File: config.mk
export PLATFORM = sky130hd
export DESIGN_NAME = display_scan_sequencer
export DESIGN_NICKNAME = d
export VERILOG_FILES = /design/src/rtl/display_scan_sequencer.sv
export SDC_FILE = /design/constraint.sdc
export NUM_CORES = 1
export LEC_CHECK = 0
export BUFFER_PORTS_ARGS = -buffer_cell sky130_fd_sc_hd__buf_2
export CORE_AREA = 4 4 93 112
export DETAILED_ROUTE_END_ITERATION = 16
export DIE_AREA = 0 0 97 116
export SETUP_SLACK_MARGIN = 0.4
export SLEW_MARGIN = 10
export SYNTH_ARGS = -nofsm -noshare
export SYNTH_HDL_FRONTEND = slang
export SYNTH_SLANG_ARGS = --single-unit
File: constraint.sdc
create_clock -name i_clk -period 2.9 [get_ports i_clk]
set_input_delay 0.58 -clock i_clk [delete_from_list [all_inputs] [get_ports i_clk]]
set_output_delay 0.58 -clock i_clk [all_outputs]
set_load 0.05 [all_outputs]
File: src/rtl/display_scan_sequencer.sv
// 2x2 window scanner over 8/16/32 channels; optional origin clamp via DISP_ORIGIN_CLAMP_EN.
// Latency: read issued in cycle t yields o_out_valid in cycle t+2; o_done rides the last output.
// No backpressure: one read per cycle while scanning; i_abort or reset discards in-flight reads.
module display_scan_sequencer (
   input  logic         i_clk,
   input  logic         i_rst_n,
   input  logic         i_start,
   input  logic [3:0]   i_origin_x,
   input  logic [3:0]   i_origin_y,
   input  logic [1:0]   i_depth,
   input  logic         i_abort,
   output logic         o_busy,
   output logic         o_rd_en,
   output logic [3:0]   o_rd_x,
   output logic [3:0]   o_rd_y,
   output logic         o_rd_bank,
   input  logic [127:0] i_rd_data,
   output logic         o_out_valid,
   output logic [13:0]  o_out_data,
   output logic         o_done
);

   localparam logic [1:0] ST_IDLE  = 2'd0;
   localparam logic [1:0] ST_SCAN  = 2'd1;
   localparam logic [1:0] ST_DRAIN = 2'd2;

   logic [1:0] state;
   logic [3:0] org_x;
   logic [3:0] org_y;
   logic [1:0] depth;
   // cnt = {channel[4:0], y_off, x_off}, so the scan order falls out of a plain increment
   logic [6:0] cnt;
   logic       drain_cnt;
   logic       rd_vld_d;
   logic       last_d;
   logic [3:0] lane_d;
   logic [4:0] ch_last;
   logic       scan;
   logic       last_rd;

   function automatic logic [3:0] clamp_origin(input logic [3:0] v);
`ifdef DISP_ORIGIN_CLAMP_EN
      if (v == 4'd0)
         return 4'd1;
      else if (v > 4'd7)
         return 4'd7;
      else
         return v;
`else
      return v;
`endif
   endfunction

   always_comb begin
      case (depth)
         2'd0:    ch_last = 5'd7;
         2'd1:    ch_last = 5'd15;
         default: ch_last = 5'd31;
      endcase
   end

   assign scan      = (state == ST_SCAN);
   assign last_rd   = (cnt == {ch_last, 2'b11});
   assign o_busy    = (state == ST_SCAN) || (state == ST_DRAIN);
   assign o_rd_en   = scan;
   assign o_rd_x    = scan ? 4'(org_x + {3'b000, cnt[0]}) : 4'd0;
   assign o_rd_y    = scan ? 4'(org_y + {3'b000, cnt[1]}) : 4'd0;
   assign o_rd_bank = scan ? cnt[6] : 1'b0;

   always_ff @(posedge i_clk) begin
      if (!i_rst_n) begin
         state       <= ST_IDLE;
         org_x       <= 4'd0;
         org_y       <= 4'd0;
         depth       <= 2'd0;
         cnt         <= 7'd0;
         drain_cnt   <= 1'b0;
         rd_vld_d    <= 1'b0;
         last_d      <= 1'b0;
         lane_d      <= 4'd0;
         o_out_valid <= 1'b0;
         o_out_data  <= 14'd0;
         o_done      <= 1'b0;
      end else if (i_abort && (state != ST_IDLE)) begin
         state       <= ST_IDLE;
         cnt         <= 7'd0;
         drain_cnt   <= 1'b0;
         rd_vld_d    <= 1'b0;
         last_d      <= 1'b0;
         lane_d      <= 4'd0;
         o_out_valid <= 1'b0;
         o_done      <= 1'b0;
      end else begin
         rd_vld_d    <= scan;
         lane_d      <= scan ? cnt[5:2] : 4'd0;
         last_d      <= scan && last_rd;
         o_out_valid <= rd_vld_d;
         o_done      <= last_d;
         if (rd_vld_d)
            o_out_data <= {6'd0, i_rd_data[{lane_d, 3'b000} +: 8]};

         case (state)
            ST_IDLE: begin
               if (i_start && !i_abort) begin
                  org_x <= clamp_origin(i_origin_x);
                  org_y <= clamp_origin(i_origin_y);
                  depth <= i_depth;
                  cnt   <= 7'd0;
                  state <= ST_SCAN;
               end
            end
            ST_SCAN: begin
               if (last_rd) begin
                  cnt       <= 7'd0;
                  drain_cnt <= 1'b0;
                  state     <= ST_DRAIN;
               end else begin
                  cnt <= 7'(cnt + 7'd1);
               end
            end
            ST_DRAIN: begin
               if (drain_cnt)
                  state <= ST_IDLE;
               else
                  drain_cnt <= 1'b1;
            end
            default: state <= ST_IDLE;
         endcase
      end
   end

endmodule

After elaboration in Yosys (flattened, before gate mapping)
Index checks and enable logic that the tools add are counted.
Operators by class
  $add $sub $neg: 3
  equality and inequality tests: 7
  shifts and indexed selects: 1
  mux-type cells: 13
  bitwise logic cells: 3
  reductions and logical operators: 17
Operator list (count)
  indexed part select 128 x 8 -> 8 bit: 1
  two-way mux 7 bit: 2
  one-hot mux 7 bit (2 select lines): 1
  one-hot mux 5 bit (2 select lines): 1
  adder 4 x 1 -> 4 bit: 2
  two-way mux 4 bit: 2
  adder 7 x 1 -> 7 bit (second input constant): 1
  equality test 7 bit: 1
  two-way mux 2 bit: 3
  one-hot mux 2 bit (3 select lines): 1
  AND reduction 2 bit: 3
  AND reduction 3 bit: 2
  nonzero test 2 bit: 3
  equality test 2 x 1 -> 1 bit (second input constant): 2
  zero test 2 bit: 2
  != test 2 bit (second input constant): 2
  logical AND 1 bit: 3
  inverter 1 bit: 3
  OR reduction 3 bit: 1
  equality test 2 bit (second input constant): 1
  two-way mux 1 bit: 2
  != test 2 x 1 -> 1 bit (second input constant): 1
  one-hot mux 1 bit (2 select lines): 1
  OR reduction 2 bit: 1
  other kinds (2): 2
Storage, ports and cells
  register bits after elaboration: 36
  input bits: 142
  output and inout bits: 27
  word-level logic and storage cells: 56

Longest topological paths before layout
Gate-level depths: netlist of run 1.
  depth in word-level cells: 5
  depth in mapped cells: 8
  depth with buffers taken out: 6

Least setup slack after synthesis of run 1
OpenSTA, ideal clock, no wires.
  path type: reg2out
  from: reg state[1]
  to: out o_rd_x[2]
  arrival: 2.080 ns
  required time: 2.320 ns
  path slack: 0.240 ns
  stages on the path, launching flop included: 6
  path buffers: 1
  path through: dfxtp_1 -> inv_1 -> ha_1 -> clkbuf_1 -> clkinv_1 -> nor2_1
On the way
  longest elaborated chain between the ends: 2
Ends and longest elaborated chain
  start, declared: line 27  | logic [1:0] state;
  start signal, assigned: line 72  | state <= ST_IDLE;
  start signal, assigned: line 85  | state <= ST_IDLE;
  start signal, assigned: line 109  | state <= ST_SCAN;
  equality test 2 x 1 -> 1 bit: line 62  | assign scan = (state == ST_SCAN);
  via o_rd_en: line 13  | output logic o_rd_en,
  two-way mux 4 bit: line 66  | assign o_rd_x = scan ? 4'(org_x + {3'b000, cnt[0]}) : 4'd0;
  end, declared: line 14  | output logic [3:0] o_rd_x,
The timed path passes the listed nets, and every way through them passes these cells.

Worst setup path after layout of run 1
  from: reg state[1]
  to: out o_rd_y[2]
On the way
  longest elaborated chain between the ends: 2
Ends and longest elaborated chain
  equality test 2 x 1 -> 1 bit: line 62
  two-way mux 4 bit: line 67  | assign o_rd_y = scan ? 4'(org_y + {3'b000, cnt[1]}) : 4'd0;
  end, declared: line 15  | output logic [3:0] o_rd_y,
No other way between the ends.

==> results of run 1 <==
==> cell families after synthesis <==
logic type | after synthesis
buffers and inverters | 29
adders and majority gates | 8
muxes | 55
AOI/OAI and AO/OA | 65
xor gates and xnor gates | 5
and+or+nand+nor | 87
other | 1
DFF | 36
==> worst max-delay path: cells and delay by family (launching register included) <==
kind / cells / cell delay [ns]
simple gates: 1 / 0.15
buf+inv: 4 / 0.82
fa+ha+maj: 1 / 0.15
flops: 1 / 0.31
==> stage by stage <==
step	util	worst slack (ns)	instance area [µm²]	power (W)	hold WS, ns
after floorplan	-	0.240	2740	0.000681	0.437
after global placement	0.383	0.755	3600	0.000800	0.459
after detailed placement	0.383	0.729	3600	0.000804	0.469
after CTS	0.398	0.479	3750	0.00135	0.477
after global routing	0.399	0.429	3750	0.00140	0.490
final	0.399	0.595	3750	0.00134	0.472
==> per-layer routing <==
metal | up-vias | part of all wire | wire (µm)
li1 | 1386 | - | -
met1 | 1317 | 0.37 | 3390
met2 | 130 | 0.54 | 4970
met3 | 12 | 0.083 | 764
met4 | 0 | 0.013 | 121
met5 | - | 0 | 0
==> registers in the layout, indices dropped and copies added, names as in the netlist <==
signal	flops
rd_vld_d	1
depth	2
org_y	4
o_out_valid	1
org_x	4
last_d	1
o_out_data	8
drain_cnt	1
lane_d	4
cnt	7
state	2
o_done	1
==> layout make-up <==
type,count,share of cell area
inverters,4,0.00500
flip-flops and latches,36,0.192
clock buffers,8,0.0390
multi-input cells,226,0.495
well taps,123,0.0410
repair buffers,166,0.227
==> cells in the mapped netlist, types with 2 or more instances <==
| master | n | share of area |
|---|---|---|
| and2_1 | 9 | 0.021 |
| inv_1 | 3 | 0.0041 |
| and3_1 | 5 | 0.011 |
| buf_2 | 2 | 0.0037 |
| a21oi_1 | 8 | 0.015 |
| xor2_1 | 3 | 0.0096 |
| a21boi_0 | 10 | 0.028 |
| nand2_1 | 30 | 0.041 |
| a22o_1 | 9 | 0.029 |
| a221oi_1 | 6 | 0.019 |
| a31oi_1 | 2 | 0.0046 |
| o211ai_1 | 2 | 0.0055 |
| clkbuf_1 | 11 | 0.015 |
| nand4_1 | 2 | 0.0046 |
| nand2b_1 | 4 | 0.0092 |
| nor3_1 | 4 | 0.0073 |
| a211oi_1 | 5 | 0.014 |
| buf_4 | 8 | 0.022 |
| a221o_1 | 8 | 0.029 |
| mux4_2 | 18 | 0.15 |
| buf_6 | 3 | 0.012 |
| o21ai_0 | 6 | 0.011 |
| nor2b_1 | 5 | 0.011 |
| ha_1 | 8 | 0.037 |
| nand3_1 | 7 | 0.013 |
| mux2_2 | 3 | 0.012 |
| nor2_1 | 17 | 0.023 |
| dfxtp_1 | 36 | 0.26 |
| xnor2_1 | 2 | 0.0064 |
| mux2i_1 | 34 | 0.12 |
==> worst paths after layout <==
| kind | from | endpoint | slack (ns) | cells after the start |
|---|---|---|---|---|
| min | org_x[0] | org_x[0] | 0.47 | 2 |
| max reg2reg | state[1] | cnt[5] | 0.74 | 6 |
| min reg2reg | org_x[0] | org_x[0] | 0.47 | 2 |
| max | state[1] | o_rd_y[2] | 0.60 | 6 |
==> power by group through the flow <==
stage	Combinational [W]	Clock [W]	Sequential, W
6_report	0.000275	0.000544	0.000519
5_1_grt	0.000301	0.000579	0.000520
4_1_cts	0.000276	0.000559	0.000519
3_5_place_dp	0.000275	0	0.000529
3_3_place_gp	0.000271	0	0.000529
2_1_floorplan	0.000139	0	0.000541
==> summary.md, run 1 <==
| Metric | Value |
|---|---|
| Vias in the first global route | `2770` |
| Status | `completed` |
| Switch Pwr | `0.000358 W` |
| Net Sw Frac | `0.268` |
| Die area | `11300 µm²` |
| Synth Area in Compound Gates | `0.182` |
| First-pass GRT wire length | `13.9 mm` |
| Synth Area in Adders | `0.0367` |
| Fin. max-slew vios | `0` |
| Post-synthesis mux area share | `0.286` |
| Commonest non-fill, non-tap cell in the layout | `buf_2` |
| Hold crit path type | `register to register` |
| Row Count | `39` |
| Area growth syn-to-layout | `37.7%` |
| Initial core utilization | `0.289` |
| CTS clk-pin slew, worst paths | `0.06 ns` |
| FF+latch count, synth | `36` |
| Relative slew margins | `0.468` |
| Worst Setup End Kind | `primary output` |
| Met2 Usage GRT | `0.287` |
| Final Hold Vio Count | `0` |
| Synth Area per Inst | `9.53 µm²` |
| Remaining routing DRC violations | `0` |
| Area of the multi-input gates | `1860 µm²` |
| WS Path Type | `register to primary output` |
| Max_cap viols | `0` |
| Clk_skew | `0.00242 ns` |
| Fmax | `434 MHz` |
| WL per Instance | `16.4 µm` |
| Clock network fraction of total power | `0.406` |
| Peak VDD IR | `0.000186 V` |
| Met3 usage | `0.0464` |
| Slew at the pin closest to its max-slew limit | `0.796 ns` |
| Internal Power | `0.000979 W` |
| Max incr delay on CP | `0.31 ns` |
| Clk root buf | `clkbuf_16` |
| CTS Buffer Depth | `2` |
| Slowest CP cell | `dfxtp_1` |
| GRT Overall Usage | `0.154` |
| DRT Wirelength | `9.24 mm` |
| Worst Path Arrival | `1.72 ns` |
| Die X | `97 µm` |
| Hold buffers post-CTS | `0` |
| Main flop type after synthesis | `dfxtp_1` |
| Pwr dens | `356 nW/µm²` |
| Synth warn | `0` |
| P_leak | `1.62 nW` |
| Simple-gate share of the synthesized area | `0.153` |
| CTS buffer count | `5` |
| Setup Viol. Count Final | `0` |
| Logic pwr share | `0.206` |
| Post-cts resize count | `0` |
| Layout Cells excl Fill | `563` |
| Antenna diode count | `0` |
| Register area share after synthesis | `0.264` |
| Total grt overflow | `0` |
| Final Wtd Congestion | `0.940` |
| Synth unique cells | `46` |
| CTS tree | `done` |
| Met1 Track Usage GR | `0.168` |
| Critical Path RT | `2.32 ns` |
| Initial antenna violation count | `0` |
| Io pins | `169` |
| Fin Setup TNS | `0 ns` |
| Flop pwr share | `0.388` |
| Tmin final | `2.30 ns` |
| # placed instances | `555` |
| DRT antenna net count | `0` |
| Fin crit share | `0.795` |
| FF+latch area | `722 µm²` |
| Initial DRC count | `96` |
| Grt peak-use layer | `met2` |
| Most frequent cells in the layout | `buf_2, dfxtp_1, mux2i_1` |
| Fin nets | `589` |
| Mapped cell area | `2730 µm²` |
| Detailed Routing Iterations Pass 1 | `4` |
| Synth async-reset ratio | `0` |
| Die span in y | `116 µm` |
| Largest family of logic cells by synthesized area | `multiplexers` |
| Setup Fix Bufs, Post-CTS | `0` |
| Unrepaired setup endpoints after global routing | `false` |
| IO buf count | `162` |
| Post-Syn Instances | `286` |
| CTS sink cnt | `36` |
| CP Max Fanout | `19` |
| Via count | `2845` |
| Filler cell count | `982` |
| DP Wirelength | `7.43 mm` |
| Core ar. | `9420 µm²` |
| Xor/xnor cell area share of the yosys netlist | `0.0161` |
| Crit-path cells | `inv_1 -> ha_1 -> buf_4 -> clkinvlp_4 -> nor2_1 -> buf_2` |
| Post-synth EDFFs | `0` |
| Startpoint types | `register` |
| H-tree depth | `2` |
| Clock latency on the worst-skew pair | `0.28 ns` |
| Largest net degree at the start of global routing | `28` |
| Vias per inst | `5.05` |
| Layout cells sized above 1 | `0.443` |
Note: power is estimated with default switching activity, not from simulation.
==> run 2, diff against run 1 <==
Clock period 2.9 ns to 2.2 ns, I/O delays scaled along.
==> summary.md, run 2 (same netlist as run 1, synthesis figures left out) <==
| Metric | Value |
|---|---|
| Status | `completed (unchanged)` |
| Die X | `97 µm (unchanged)` |
| Top Registers | `o_out_data (8), cnt (7) (unchanged)` |
| WP buf/inv | `3 (was 4)` |
| Clock network fraction of total power | `0.422 (was 0.406)` |
| H-tree depth | `2 (unchanged)` |
| Initial DRC count | `94 (was 96)` |
| Initial antenna violation count | `0 (unchanged)` |
| Initial core utilization | `0.289 (unchanged)` |
| Max_cap viols | `0 (unchanged)` |
| Hold buffers post-CTS | `0 (unchanged)` |
| Largest register FFs | `8 (unchanged)` |
| DRT antenna net count | `0 (unchanged)` |
| Io pins | `169 (unchanged)` |
| Hold crit path type | `primary input to register (was register to register)` |
| CTS tree | `done (unchanged)` |
| DP Wirelength | `7.45 mm (was 7.43 mm)` |
| Die area | `11300 µm² (unchanged)` |
| Tmin final | `1.78 ns` |
| Die span in y | `116 µm (unchanged)` |
| Pwr dens | `453 nW/µm² (was 356 nW/µm²)` |
| Fmax | `561 MHz` |
| IO buf count | `162 (unchanged)` |
| Fin crit share | `0.810` |
| Crit-path cells | `inv_2 -> ha_4 -> buf_4 -> and2_4 -> buf_8 (was inv_1 -> ha_1 -> buf_4 -> clkinvlp_4 -> nor2_1 -> buf_2)` |
| CP top delay family | `buffers and inverters (unchanged)` |
| Unrepaired setup endpoints after global routing | `true (was false)` |
| Vias per inst | `4.99 (was 5.05)` |
| Clk_skew | `0.00455 ns (was 0.00242 ns)` |
| Setup Viol. Count Final | `0 (unchanged)` |
| DRT Wirelength | `9.47 mm (was 9.24 mm)` |
| Slowest CP cell | `dfxtp_2 (was dfxtp_1)` |
| Flop pwr share | `0.361 (was 0.388)` |
| Met3 wire len | `717 µm (was 764 µm)` |
| Clk root buf | `clkbuf_16 (unchanged)` |
| GRT Overall Usage | `0.157 (was 0.154)` |
| Top sig layer | `met4 (unchanged)` |
| Filler cell count | `929 (was 982)` |
| Antenna diode count | `0 (unchanged)` |
| Net Sw Frac | `0.262 (was 0.268)` |
| Met1 Routed Length | `3.53 mm (was 3.39 mm)` |
| WS Path Type | `register to primary output (unchanged)` |
| P_leak | `1.75 nW (was 1.62 nW)` |
| Fin. max-slew vios | `0 (unchanged)` |
| Remaining routing DRC violations | `0 (unchanged)` |
| Fin Setup TNS | `0 ns (unchanged)` |
| Core ar. | `9420 µm² (unchanged)` |
| Commonest non-fill, non-tap cell in the layout | `buf_2 (unchanged)` |
| Detailed Routing Iterations Pass 1 | `4 (unchanged)` |
| Worst Setup End Kind | `primary output (unchanged)` |
| First-pass GRT wire length | `14.3 mm (was 13.9 mm)` |
| Clock latency on the worst-skew pair | `0.28 ns (about the same)` |
| Reg with most FFs | `o_out_data (unchanged)` |
| WL per Instance | `16.4 µm (about the same)` |
| Worst Path Arrival | `1.34 ns (was 1.72 ns)` |
| Area growth syn-to-layout | `54.1% (was 37.7%)` |
| CTS clk-pin slew, worst paths | `0.06 ns (about the same)` |
| CTS sink cnt | `36 (unchanged)` |
| Via count | `2885 (was 2845)` |
| Vias in the first global route | `2859 (was 2770)` |
| Layout cells sized above 1 | `0.536 (was 0.443)` |
| Total grt overflow | `0 (unchanged)` |
| Critical Path RT | `1.76 ns (was 2.32 ns)` |
| Internal Power | `0.00140 W (was 0.000979 W)` |
| Max incr delay on CP | `0.32 ns (was 0.31 ns)` |
| Fin nets | `604 (was 589)` |
| Switch Pwr | `0.000498 W (was 0.000358 W)` |
| Final Wtd Congestion | `0.923 (was 0.940)` |
| Row Count | `39 (unchanged)` |
| CP Max Fanout | `6 (was 19)` |
| Logic pwr share | `0.216 (was 0.206)` |
| Routed wl met2 | `5.10 mm (was 4.97 mm)` |
| Peak VDD IR | `0.000355 V (was 0.000186 V)` |
| Total power | `0.00190 W (was 0.00134 W)` |
| Final Hold Vio Count | `0 (unchanged)` |
| CTS Buffer Depth | `2 (unchanged)` |
| Most frequent cells in the layout | `buf_2, mux2i_1, nand2_1 (was buf_2, dfxtp_1, mux2i_1)` |
| Largest net degree at the start of global routing | `21 (was 28)` |
| CTS buffer count | `5 (unchanged)` |
| Startpoint types | `register (unchanged)` |
==> run 2: cell count changes in the layout (fill, tap and decap cells not counted), moves of 4 or more <==
cell / before / now
buf_4: 3 / 16
buf_2: 162 / 152
dfxtp_1: 35 / 29
ha_1: 8 / 2
and2_1: 9 / 4
and2_4: 0 / 5
ha_4: 0 / 5
buf_6: 0 / 4
buf_8: 0 / 4
dfxtp_2: 1 / 5
nor2_1: 17 / 13
nor2_4: 0 / 4
==> run 2: routing by layer <==
layer  vias up  global-route usage
met2       121               0.297
met5         -                   0
li1       1413                   -
met3        13              0.0476
met1      1338               0.171
met4         0              0.0393
==> run 2: cell type report <==
type                    instances  area, µm²  share of cell area
repair buffers                181       1090               0.259
well taps                     123        154              0.0367
flip-flops and latches         36        734               0.175
clock buffers                   5        125              0.0298
inverters                       4       22.5             0.00536
clock inverters                 3       42.5              0.0101
multi-input cells             226       2030               0.485
==> run 2: metrics by stage <==
step / hold WS (ns) / instance area (µm²) / utilization / setup slack (ns) / std cells
floorplan: 0.437 / 2800 / - / 0.415 / 291
global placement: 0.460 / 3700 / 0.393 / 0.379 / 560
detailed placement: 0.466 / 3700 / 0.393 / 0.283 / 560
CTS: 0.397 / 4090 / 0.435 / 0.391 / 576
global route: 0.412 / 4200 / 0.446 / 0.340 / 578
finish: 0.402 / 4200 / 0.446 / 0.418 / 578
==> run 2: worst paths after layout <==
path | depth (start not counted) | to | start | slack [ns]
hold reg to reg | 2 | org_x[0] | org_x[0] | 0.48
setup / recovery | 5 | o_rd_x[1] | state[1] | 0.42
hold / removal | 3 | org_y[0] | i_origin_y[0] | 0.40
setup reg to reg | 4 | o_out_data[7] | lane_d[0] | 0.44
==> run 2: power groups by stage <==
stage / clock network [W] / logic (W) / registers [W]
global route: 0.000854 / 0.000445 / 0.000689
global placement: 0 / 0.000372 / 0.000697
CTS: 0.000824 / 0.000405 / 0.000685
detailed placement: 0 / 0.000376 / 0.000698
floorplan: 0 / 0.000196 / 0.000714
finish: 0.000803 / 0.000411 / 0.000686
==> run 2: repair_timing <==
item,CTS,global route
buffers inserted,7,1
gates resized for setup,37,20
pin swaps,2,3
setup endpoints to repair,18,21
gates cloned,1,1
==> run 2: worst min-delay path, delay by kind of cell <==
kind	cells	cell delay (ns)
buffers and inverters	1	0.10
AO/OA/AOI/OAI	1	0.06
AND/OR/NAND/NOR	1	0.04
==> run 3, diff against run 2 <==
Clock period 2.2 ns to 1.85 ns, I/O delays scaled along.
==> summary.md, run 3 (same netlist as run 1, synthesis figures left out) <==
| Metric | Value |
|---|---|
| Tmin final | `1.72 ns` |
| Placed inst area | `3820 µm² (was 3700 µm²)` |
| Status | `completed (unchanged)` |
| Core ar. | `9420 µm² (unchanged)` |
| Net Sw Frac | `0.271 (was 0.262)` |
| Total grt overflow | `0 (unchanged)` |
| Initial core utilization | `0.289 (unchanged)` |
| Layout cells sized above 1 | `0.605 (was 0.536)` |
| CTS clk-pin slew, worst paths | `0.05 ns (was 0.06 ns)` |
| Pwr dens | `498 nW/µm² (was 453 nW/µm²)` |
| IO buf count | `162 (unchanged)` |
| Slew at the pin closest to its max-slew limit | `0.545 ns` |
| Critical Path RT | `1.48 ns (was 1.76 ns)` |
| Largest register FFs | `8 (unchanged)` |
| Fin Setup TNS | `0 ns (unchanged)` |
| CP Max Fanout | `6 (unchanged)` |
| Io pins | `169 (unchanged)` |
| Final Wtd Congestion | `0.945 (was 0.923)` |
| Setup Viol. Count Final | `0 (unchanged)` |
| Initial DRC count | `108 (was 94)` |
| Die X | `97 µm (unchanged)` |
| Reg with most FFs | `o_out_data (unchanged)` |
| WP buf/inv | `3 (unchanged)` |
| GRT Overall Usage | `0.177 (was 0.157)` |
| DRT Wirelength | `10.7 mm (was 9.47 mm)` |
| Met2 Usage GRT | `0.327 (was 0.297)` |
| Via count | `3046 (was 2885)` |
| CTS tree | `done (unchanged)` |
| CTS buffer count | `5 (unchanged)` |
| Fmax | `581 MHz` |
| Row Count | `39 (unchanged)` |
| Worst Setup End Kind | `primary output (unchanged)` |
| Crit-path cells | `inv_4 -> ha_4 -> buf_4 -> and2_4 -> buf_8 (was inv_2 -> ha_4 -> buf_4 -> and2_4 -> buf_8)` |
| H-tree depth | `2 (unchanged)` |
| Final Hold Vio Count | `0 (unchanged)` |
| Area growth syn-to-layout | `67.0% (was 54.1%)` |
| Unrepaired setup endpoints after global routing | `true (unchanged)` |
| Vias in the first global route | `3116 (was 2859)` |
| Met3 usage | `0.0512 (was 0.0476)` |
| Clk_skew | `0.00505 ns (was 0.00455 ns)` |
| Antenna diode count | `0 (unchanged)` |
| Startpoint types | `register (unchanged)` |
| WL per Instance | `18.1 µm (was 16.4 µm)` |
| WS Path Type | `register to primary output (unchanged)` |
| Fin crit share | `0.930` |
| Worst Path Arrival | `1.35 ns (was 1.34 ns)` |
| Hold crit path type | `primary input to register (unchanged)` |
| DRT antenna net count | `0 (unchanged)` |
| Fin. max-slew vios | `0 (unchanged)` |
| CTS Buffer Depth | `2 (unchanged)` |
| Switch Pwr | `0.000613 W (was 0.000498 W)` |
| Peak VDD IR | `0.000396 V (was 0.000355 V)` |
| Max_cap viols | `0 (unchanged)` |
| Most frequent cells in the layout | `buf_2, nand2_1, mux2i_1 (was buf_2, mux2i_1, nand2_1)` |
| Design Area, Final | `4550 µm² (was 4200 µm²)` |
| Logic pwr share | `0.254 (was 0.216)` |
| Grt peak-use layer | `met2 (unchanged)` |
| Setup WS post-layout | `0.130 ns (was 0.418 ns)` |
| Commonest non-fill, non-tap cell in the layout | `buf_2 (unchanged)` |
| Internal Power | `0.00165 W (was 0.00140 W)` |
| CTS sink cnt | `36 (unchanged)` |
| Slowest CP cell | `dfxtp_2 (unchanged)` |
| First-pass GRT wire length | `15.9 mm (was 14.3 mm)` |
| Die area | `11300 µm² (unchanged)` |
| Die span in y | `116 µm (unchanged)` |
| Largest net degree at the start of global routing | `15 (was 21)` |
| Met1 Track Usage GR | `0.201 (was 0.171)` |
| Max incr delay on CP | `0.34 ns (was 0.32 ns)` |
| Hold buffers post-CTS | `0 (unchanged)` |
| Flop pwr share | `0.361 (about the same)` |
| Clk root buf | `clkbuf_16 (unchanged)` |
| Detailed Routing Iterations Pass 1 | `6 (was 4)` |
| P_leak | `1.88 nW (was 1.75 nW)` |
| Vias per inst | `5.13 (was 4.99)` |
| Pre-CTS setup slack | `0.0866 ns (was 0.283 ns)` |
| CP top delay family | `buffers and inverters (unchanged)` |
| Initial antenna violation count | `1 (was 0)` |
| Clock network fraction of total power | `0.384 (was 0.422)` |
| Total power | `0.00227 W (was 0.00190 W)` |
| Relative slew margins | `0.636` |
| Remaining routing DRC violations | `0 (unchanged)` |
| Top Registers | `o_out_data (8), cnt (7) (unchanged)` |
| Clock latency on the worst-skew pair | `0.28 ns (about the same)` |
| Fin nets | `621 (was 604)` |
| DP Wirelength | `8.23 mm (was 7.45 mm)` |
run 3: final timing paths:
path                            startpoint             to  slack [ns]  cells after the start
worst max register to register   lane_d[0]  o_out_data[0]        0.14                      4
worst min register to register      last_d         o_done        0.48                      1
worst max-delay path              state[1]      o_rd_x[1]        0.13                      5
worst min-delay path            i_depth[0]       depth[0]        0.34                      3
run 3: power groups by stage:
| stage | Clock, W | Sequential (W) | Combinational [W] |
|---|---|---|---|
| floorplan | 0 | 0.000850 | 0.000260 |
| global placement | 0 | 0.000832 | 0.000468 |
| detailed placement | 0 | 0.000832 | 0.000471 |
| CTS | 0.000889 | 0.000819 | 0.000518 |
| global route | 0.000922 | 0.000821 | 0.000616 |
| finish | 0.000871 | 0.000819 | 0.000577 |
run 3: what timing repair did:
action	CTS	global route
cloned	1	1
gates resized for setup	65	34
pin swaps	12	19
setup buffers	8	11
endpoints found under the setup margin	29	29
run 3: layer usage:
| layer | up-vias | wire, µm |
|---|---|---|
| li1 | 1443 | - |
| met1 | 1421 | 4070 |
| met2 | 161 | 5490 |
| met3 | 19 | 944 |
| met4 | 2 | 221 |
| met5 | - | 13 |
run 3: worst min-delay path: stages:
cell and delay, ns:
buf_2 0.10, nand2_1 0.04, a21boi_0 0.06
run 3: layout make-up:
cell class,instances,area [µm²]
Clock buffer,7,153
Fill cell,901,4870
Inverter,4,30.0
Multi-Input combinational cell,226,2190
Sequential cell,36,738
Tap cell,123,154
Timing Repair Buffer,198,1290
run 3: metrics by stage:
step / util / hold slack (ns) / instances
after detailed placement: 0.405 / 0.459 / 566
after global placement: 0.405 / 0.449 / 566
after global routing: 0.483 / 0.355 / 594
after CTS: 0.458 / 0.340 / 582
after floorplan: - / 0.437 / 291
final: 0.483 / 0.337 / 594
